**config.mk**
```make
export PLATFORM = sky130hd
export DESIGN_NAME = rrp_arbiter_n_flat
export DESIGN_NICKNAME = d
export VERILOG_FILES = /design/src/rtl/rrp_arbiter_n_if.sv /design/src/rtl/rrp_arbiter_n.sv /design/src/flat_wrapper.sv
export SDC_FILE = /design/constraint.sdc
export NUM_CORES = 1
export LEC_CHECK = 0
export CAP_MARGIN = 15
export CORE_MARGIN = 5
export CORE_UTILIZATION = 35
export CTS_CLUSTER_DIAMETER = 80
export DETAILED_ROUTE_END_ITERATION = 7
export DONT_BUFFER_PORTS = 1
export PLACE_DENSITY = 0.48
export SYNTH_ARGS = -nofsm -noshare
export SYNTH_HDL_FRONTEND = slang
export SYNTH_SLANG_ARGS = --single-unit
```
**constraint.sdc**
```tcl
create_clock -name BUS_CLK -period 1.85 [get_ports BUS_CLK]
set_input_delay 0 -clock BUS_CLK [delete_from_list [all_inputs] [get_ports BUS_CLK]]
set_output_delay 0 -clock BUS_CLK [all_outputs]
set_load 0.01 [all_outputs]
```
**src/rtl/rrp_arbiter_n_if.sv**
```systemverilog
// Source-side and sink-side signals of the round-robin stream arbiter, bundled with
// modports for the arbiter (slave) and the sources/sink driving it (master).
interface rrp_arbiter_n_if #(
  parameter int unsigned WIDTH      = 4,
  parameter int unsigned DATA_WIDTH = 32
);
  localparam int unsigned CH_BITS = (WIDTH > 1) ? $clog2(WIDTH) : 1;

  logic [WIDTH-1:0]            ENABLE;
  logic [WIDTH-1:0]            WRITE_REQ;
  logic [WIDTH-1:0]            HOLD_REQ;
  logic [WIDTH*DATA_WIDTH-1:0] DATA_IN;
  logic [WIDTH-1:0]            READ_GRANT;
  logic                        READY_OUT;
  logic                        WRITE_OUT;
  logic [DATA_WIDTH-1:0]       DATA_OUT;
  logic [CH_BITS-1:0]          GRANT_ID;
  logic                        BUSY;

  modport master (
    output ENABLE, WRITE_REQ, HOLD_REQ, DATA_IN, READY_OUT,
    input  READ_GRANT, WRITE_OUT, DATA_OUT, GRANT_ID, BUSY
  );

  modport slave (
    input  ENABLE, WRITE_REQ, HOLD_REQ, DATA_IN, READY_OUT,
    output READ_GRANT, WRITE_OUT, DATA_OUT, GRANT_ID, BUSY
  );
endinterface

```
**src/rtl/rrp_arbiter_n.sv**
```systemverilog
// N-channel burst round-robin arbiter merging FWFT sources into one registered stream.
// Optional ARB_CHANNEL_TAG_EN: overwrite the top CH_BITS of each loaded word with the source id.
module rrp_arbiter_n #(
  parameter int unsigned WIDTH      = 4,
  parameter int unsigned DATA_WIDTH = 32,
  parameter int unsigned MAX_BURST  = 16
) (
  input logic           BUS_CLK,
  input logic           BUS_RST_B,
  rrp_arbiter_n_if.slave bus
);
  localparam int unsigned CH_BITS = (WIDTH > 1) ? $clog2(WIDTH) : 1;
  localparam int unsigned BC_BITS = (MAX_BURST > 0) ? $clog2(MAX_BURST + 1) : 1;
  localparam int unsigned SUM_BITS = CH_BITS + 1;

  typedef enum logic [0:0] {StIdle, StSend} state_e;

  state_e                state_q;
  logic [CH_BITS-1:0]    ptr_q;
  logic [CH_BITS-1:0]    cur_q;
  logic [BC_BITS-1:0]    burst_cnt_q;
  logic                  write_out_q;
  logic [DATA_WIDTH-1:0] data_out_q;

  logic [WIDTH-1:0]      elig;
  logic [WIDTH-1:0]      hold_elig;
  logic [2*WIDTH-1:0]    elig_dbl;
  logic [WIDTH-1:0]      elig_rot;
  logic                  out_free;

  assign elig      = bus.ENABLE & bus.WRITE_REQ;
  assign hold_elig = elig & bus.HOLD_REQ;
  assign out_free  = ~write_out_q | bus.READY_OUT;
  // Rotate so that bit 0 of elig_rot corresponds to channel ptr_q.
  assign elig_dbl  = {elig, elig};
  assign elig_rot  = elig_dbl[ptr_q +: WIDTH];

  // Arbitration: lowest holding channel first, otherwise first eligible at/after ptr.
  logic                win_valid;
  logic [CH_BITS-1:0]  win_id;
  logic [CH_BITS-1:0]  hold_id;
  logic [CH_BITS-1:0]  rr_id;
  logic [SUM_BITS-1:0] rr_sum;

  always_comb begin
    hold_id = '0;
    for (int i = WIDTH - 1; i >= 0; i--) begin
      if (hold_elig[i]) hold_id = CH_BITS'(i);
    end
  end

  always_comb begin
    rr_sum = '0;
    rr_id  = '0;
    for (int k = WIDTH - 1; k >= 0; k--) begin
      if (elig_rot[k]) begin
        rr_sum = {1'b0, ptr_q} + SUM_BITS'(k);
        if (rr_sum >= SUM_BITS'(WIDTH)) rr_sum = rr_sum - SUM_BITS'(WIDTH);
        rr_id = rr_sum[CH_BITS-1:0];
      end
    end
  end

  always_comb begin
    win_valid = |elig;
    win_id    = (|hold_elig) ? hold_id : rr_id;
  end

  // Current-channel view while a grant is held.
  logic cur_en;
  logic cur_req;
  logic cur_hold;
  logic grant_v;

  assign cur_en   = bus.ENABLE[cur_q];
  assign cur_req  = bus.WRITE_REQ[cur_q];
  assign cur_hold = bus.HOLD_REQ[cur_q];
  assign grant_v  = (state_q == StSend) & cur_en & cur_req & out_free;

  logic [WIDTH-1:0] read_grant;

  always_comb begin
    read_grant = '0;
    if (grant_v) read_grant[cur_q] = 1'b1;
  end

  // Word selection for the output register.
  logic [DATA_WIDTH-1:0] sel_data;
  logic [DATA_WIDTH-1:0] load_word;

  always_comb begin
    sel_data = '0;
    for (int i = 0; i < WIDTH; i++) begin
      if (cur_q == CH_BITS'(i)) sel_data = bus.DATA_IN[i*DATA_WIDTH +: DATA_WIDTH];
    end
  end

`ifdef ARB_CHANNEL_TAG_EN
  always_comb begin
    load_word = sel_data;
    load_word[DATA_WIDTH-1 -: CH_BITS] = cur_q;
  end
`else
  assign load_word = sel_data;
`endif

  // Burst accounting and exit decision.
  logic                 burst_hit;
  logic [BC_BITS-1:0]   burst_inc;
  logic                 exit_send;
  logic [CH_BITS-1:0]   next_ptr;

  // Counter saturates so a long held grant can never wrap back under the limit.
  assign burst_inc = (burst_cnt_q == '1) ? burst_cnt_q : burst_cnt_q + BC_BITS'(1);
  assign burst_hit = (MAX_BURST != 0) && ((32'(burst_cnt_q) + 32'd1) >= MAX_BURST);
  assign exit_send = ~cur_en
                   | (~cur_hold & ~cur_req)
                   | (~cur_hold & grant_v & burst_hit);
  assign next_ptr  = (cur_q == CH_BITS'(WIDTH - 1)) ? '0 : cur_q + CH_BITS'(1);

  always_ff @(posedge BUS_CLK or negedge BUS_RST_B) begin
    if (!BUS_RST_B) begin
      state_q     <= StIdle;
      ptr_q       <= '0;
      cur_q       <= '0;
      burst_cnt_q <= '0;
      write_out_q <= 1'b0;
      data_out_q  <= '0;
    end else begin
      // A load and a downstream accept in the same cycle keep WRITE_OUT high.
      if (grant_v) begin
        data_out_q  <= load_word;
        write_out_q <= 1'b1;
      end else if (bus.READY_OUT) begin
        write_out_q <= 1'b0;
      end

      case (state_q)
        StIdle: begin
          if (win_valid) begin
            cur_q       <= win_id;
            burst_cnt_q <= '0;
            state_q     <= StSend;
          end
        end
        StSend: begin
          if (grant_v) burst_cnt_q <= burst_inc;
          if (exit_send) begin
            state_q <= StIdle;
            ptr_q   <= next_ptr;
          end
        end
        default: state_q <= StIdle;
      endcase
    end
  end

  assign bus.READ_GRANT = read_grant;
  assign bus.WRITE_OUT  = write_out_q;
  assign bus.DATA_OUT   = data_out_q;
  assign bus.GRANT_ID   = cur_q;
  assign bus.BUSY       = (state_q == StSend);

`ifndef SYNTHESIS
  a_grant_onehot: assert property (@(posedge BUS_CLK) disable iff (!BUS_RST_B)
    $onehot0(bus.READ_GRANT));
  a_grant_needs_req: assert property (@(posedge BUS_CLK) disable iff (!BUS_RST_B)
    (bus.READ_GRANT & ~bus.WRITE_REQ) == '0);
`endif

endmodule

```
**src/flat_wrapper.sv**
```systemverilog
// flat-port wrapper written by rule: the top's interface ports become plain ports
module rrp_arbiter_n_flat 
#(
  parameter int unsigned WIDTH      = 4,
  parameter int unsigned DATA_WIDTH = 32,
  parameter int unsigned MAX_BURST  = 16
)
  (BUS_CLK, BUS_RST_B, bus_ENABLE, bus_WRITE_REQ, bus_HOLD_REQ, bus_DATA_IN, bus_READY_OUT, bus_READ_GRANT, bus_WRITE_OUT, bus_DATA_OUT, bus_GRANT_ID, bus_BUSY);
  rrp_arbiter_n_if #(.WIDTH(WIDTH), .DATA_WIDTH(DATA_WIDTH)) bus_i ();
  input logic BUS_CLK;
  input logic BUS_RST_B;
  input wire logic [$bits(bus_i.ENABLE)-1:0] bus_ENABLE;
  input wire logic [$bits(bus_i.WRITE_REQ)-1:0] bus_WRITE_REQ;
  input wire logic [$bits(bus_i.HOLD_REQ)-1:0] bus_HOLD_REQ;
  input wire logic [$bits(bus_i.DATA_IN)-1:0] bus_DATA_IN;
  input wire logic [$bits(bus_i.READY_OUT)-1:0] bus_READY_OUT;
  output wire logic [$bits(bus_i.READ_GRANT)-1:0] bus_READ_GRANT;
  output wire logic [$bits(bus_i.WRITE_OUT)-1:0] bus_WRITE_OUT;
  output wire logic [$bits(bus_i.DATA_OUT)-1:0] bus_DATA_OUT;
  output wire logic [$bits(bus_i.GRANT_ID)-1:0] bus_GRANT_ID;
  output wire logic [$bits(bus_i.BUSY)-1:0] bus_BUSY;
  assign bus_i.ENABLE = bus_ENABLE;
  assign bus_i.WRITE_REQ = bus_WRITE_REQ;
  assign bus_i.HOLD_REQ = bus_HOLD_REQ;
  assign bus_i.DATA_IN = bus_DATA_IN;
  assign bus_i.READY_OUT = bus_READY_OUT;
  assign bus_READ_GRANT = bus_i.READ_GRANT;
  assign bus_WRITE_OUT = bus_i.WRITE_OUT;
  assign bus_DATA_OUT = bus_i.DATA_OUT;
  assign bus_GRANT_ID = bus_i.GRANT_ID;
  assign bus_BUSY = bus_i.BUSY;
  rrp_arbiter_n #(.WIDTH(WIDTH), .DATA_WIDTH(DATA_WIDTH), .MAX_BURST(MAX_BURST)) u_core (.BUS_CLK(BUS_CLK), .BUS_RST_B(BUS_RST_B), .bus(bus_i));
endmodule
```
==> impl_metrics.env <==
export IMPL_post_route_util_pct=46.8
export IMPL_hold_path_class="in -> reg"
export IMPL_clkSlewWorstSetupHoldPaths_ns=0.09
export IMPL_rows=34
export IMPL_drive_above_1_share_pct=11.4
export IMPL_finalWorstPathRequiredPeriod_ns=1.82
export IMPL_avgSynthCellArea_um2=7.32
export IMPL_finalSetupViolCount=0
export IMPL_p_int_mw=3.44
export IMPL_ys_warn_count=0
export IMPL_vias_per_cell=5.66
export IMPL_pwr_share_comb_pct=59.7
export IMPL_tightest_slew_ns=0.341
export IMPL_switching_share_pct=46.7
export IMPL_clockBufferDepth=2
export IMPL_min_period_over_period_pct=98.5
export IMPL_stdcell_area_mm2=0.00408
export IMPL_area_growth_syn_to_layout_pct=30.0
export IMPL_wirelength_um=10700
export IMPL_yosysSeqAreaShare_pct=34.3
export IMPL_ir_drop_v=0.000758
export IMPL_nets=621
export IMPL_placed_area_mm2=0.00343
export IMPL_ys_types=38
export IMPL_die_height_um=105
export IMPL_finalClockSkew_ns=0.00587
export IMPL_num_vias=3286
export IMPL_clockPowerShare_pct=9.2
export IMPL_cp_arrival_ns=1.99
export IMPL_min_to="u_core.bus.DATA_OUT[6]"
export IMPL_htreeDepth=2
export IMPL_drc=0
export IMPL_grt_pass1_vias=3165
export IMPL_reg2reg_to="u_core.bus.DATA_OUT[18]"
export IMPL_grt_max_degree=44
export IMPL_switchingPower_mw=3.02
export IMPL_core_area_mm2=0.00872
export IMPL_r2r_setup_slack_ns=0.03
export IMPL_status="finished clean"
export IMPL_hp_start="bus_DATA_IN[38]"
export IMPL_cts_root_buf="clkbuf_8"
export IMPL_critPathKind="reg -> reg"
export IMPL_max_freq_ghz=0.549
export IMPL_n_antenna_cell=0
export IMPL_rsz0062_at_grt="yes"
export IMPL_gp_congestion=0.804
export IMPL_syn_cell_area_mm2=0.00314
export IMPL_antenna_left=0
export IMPL_synthCells=429
export IMPL_relSlewSlack_pct=77.2
export IMPL_numCtsBuffers=5
export IMPL_r2r_start="u_core.bus.GRANT_ID[0]"
export IMPL_grt_overflow=0
export IMPL_dieArea_mm2=0.0110
export IMPL_critical_path_max_fanout=16
export IMPL_cts_tree="done"
export IMPL_io_pin_count=183
export IMPL_r2r_cells=6
export IMPL_power_density_mw_per_mm2=1580
export IMPL_worst_setup_path_start_kind="flip-flop"
export IMPL_wl_per_cell_um=18.4
export IMPL_drt_initial_drc_count=168
export IMPL_antenna_found_initial=0
export IMPL_grt_pass1_wl_um=16500
export IMPL_total_power_mw=6.46
export IMPL_hpwl_um=7750
export IMPL_start_util_pct=36.0
export IMPL_cts_sinks=43
export IMPL_ys_ff_latch=43
export IMPL_grt_use_total_pct=18.0
export IMPL_final_hold_violation_count=0
export IMPL_clock_latency_ns=0.29
export IMPL_finalSetupTns_ns=0
export IMPL_power_frac_seq_pct=31.1
export IMPL_hold_depth=4
export IMPL_numPortBuffers=0
export IMPL_die_x_um=105
export IMPL_p_leak_nw=1.71
export IMPL_first_pass_iters=4
export IMPL_crit_path_end_kind="flip-flop"
export IMPL_syn_num_nets=578
export IMPL_cap_violations=0
export IMPL_critPathRequiredTime_ns=2.02
export IMPL_drv_slew=0
[layout by cell type (no fill, tap or decap), drive strengths merged, types with 3 or more instances in the layout]
| master | n |
|---|---|
| and2 | 6 |
| a21oi | 67 |
| a221oi | 33 |
| dfrtp | 43 |
| o21ai | 38 |
| nand3 | 7 |
| inv | 39 |
| nor2b | 4 |
| dlygate4sd3 | 42 |
| nor2 | 64 |
| a31oi | 4 |
| o211ai | 3 |
| buf | 30 |
| clkbuf | 7 |
| nand4 | 5 |
| ha | 6 |
| nand2 | 47 |
| mux4 | 3 |
[Yosys cell counts]
library cell	instances	area [um^2]
a211oi_1	1	7.51
a21boi_0	1	7.51
a21oi_1	67	335
a221o_1	1	10.0
a221oi_1	33	289
a22oi_1	1	7.51
a311o_1	1	10.0
a31o_2	1	8.76
a31oi_1	4	25.0
and2_1	6	37.5
and3_1	2	12.5
and3b_1	1	8.76
and4_4	1	11.3
buf_1	3	11.3
buf_2	6	30.0
buf_6	3	33.8
clkbuf_1	24	90.1
dfrtp_1	43	1080
ha_1	6	75.1
inv_1	39	146
mux2i_1	2	20.0
mux4_2	3	67.6
nand2_1	47	176
nand2b_1	2	12.5
nand3_1	7	35.0
nand3b_1	1	7.51
nand4_1	4	25.0
nand4_2	1	12.5
nor2_1	64	240
nor2b_1	4	25.0
nor3b_1	2	15.0
o2111ai_1	2	17.5
o211ai_1	3	22.5
o21ai_0	38	190
o221ai_1	2	17.5
o22a_1	1	8.76
o22ai_1	1	6.26
o31ai_1	1	7.51
[registers in the layout, summed over array words and instances (netlist names)]
signal                count
u_core.burst_cnt_q        5
u_core.bus.BUSY           1
u_core.bus.DATA_OUT      32
u_core.bus.GRANT_ID       2
u_core.bus.WRITE_OUT      1
u_core.ptr_q              2
[layer usage]
layer  part of all wire, %  global-route usage, %
met3                   7.2                   4.32
met2                    51                   31.3
met4                   1.6                   4.57
met5                     0                      0
met1                    40                   22.4
[per-stage QoR]
step / setup WS [ns] / instances / hold slack, ns
final: 0.0277 / 581 / 0.00825
after global routing: -0.0172 / 581 / 0.00961
after CTS: -0.0215 / 576 / 0.000205
after global placement: 0.0473 / 523 / -0.294
after detailed placement: -0.0116 / 523 / -0.294
after floorplan: -0.00988 / 429 / -0.296
[cell families (layout without fill, tap and decap cells)]
kind of cell	count (synthesis)	after routing	share of synthesized area, %
fa+ha+maj	6	6	2.39
compound gates	158	158	30.9
flops	43	43	34.3
simple gates	142	142	19.7
buf+inv	75	119	9.92
mux	5	5	2.79
[power by group through the flow]
stage	clock [mW]	combinational, mW	sequential [mW]
after detailed placement	0	3.57	2.04
after global placement	0	3.49	2.03
after floorplan	0	2.47	1.88
after CTS	0.629	3.71	2.02
after global routing	0.666	4.30	2.08
final	0.594	3.85	2.01
[layout make-up]
cell class | count | area (um^2)
repair buffers | 72 | 832
well taps | 108 | 135
fillers | 852 | 4640
clock inverters | 1 | 5.00
multi-input cells | 311 | 1810
flip-flops and latches | 43 | 1080
inverters | 39 | 146
clock buffers | 7 | 76.3
[critical path, stage by stage, from the launching register on]
cell and delay [ns]:
dfrtp_2 0.45, mux4_2 0.39, buf_4 0.13, nand4_4 0.14, buf_12 0.19, a221oi_1 0.30
nor2_1 0.08
[repair_timing]
action	4_1_cts	5_1_grt
hold endpoints to repair	77	0
setup buffers	2	5
gates resized for setup	4	10
hold buffers	43	0
pin swaps	0	2
setup endpoints to repair	5	26
[how the worst max path moves through the flow]
stage	slack, ns	start	endpoint
floorplan	-0.01	u_core.bus.GRANT_ID[0]	u_core.burst_cnt_q[2]
global route	-0.02	u_core.bus.GRANT_ID[0]	u_core.bus.DATA_OUT[25]
global placement	0.05	u_core.bus.GRANT_ID[0]	u_core.bus.DATA_OUT[29]
CTS	-0.02	u_core.bus.GRANT_ID[0]	bus_READ_GRANT[1]
detailed placement	-0.01	u_core.bus.GRANT_ID[1]	u_core.bus.DATA_OUT[29]
finish	0.03	u_core.bus.GRANT_ID[0]	u_core.bus.DATA_OUT[18]
Note: power is estimated with default switching activity, not from simulation.
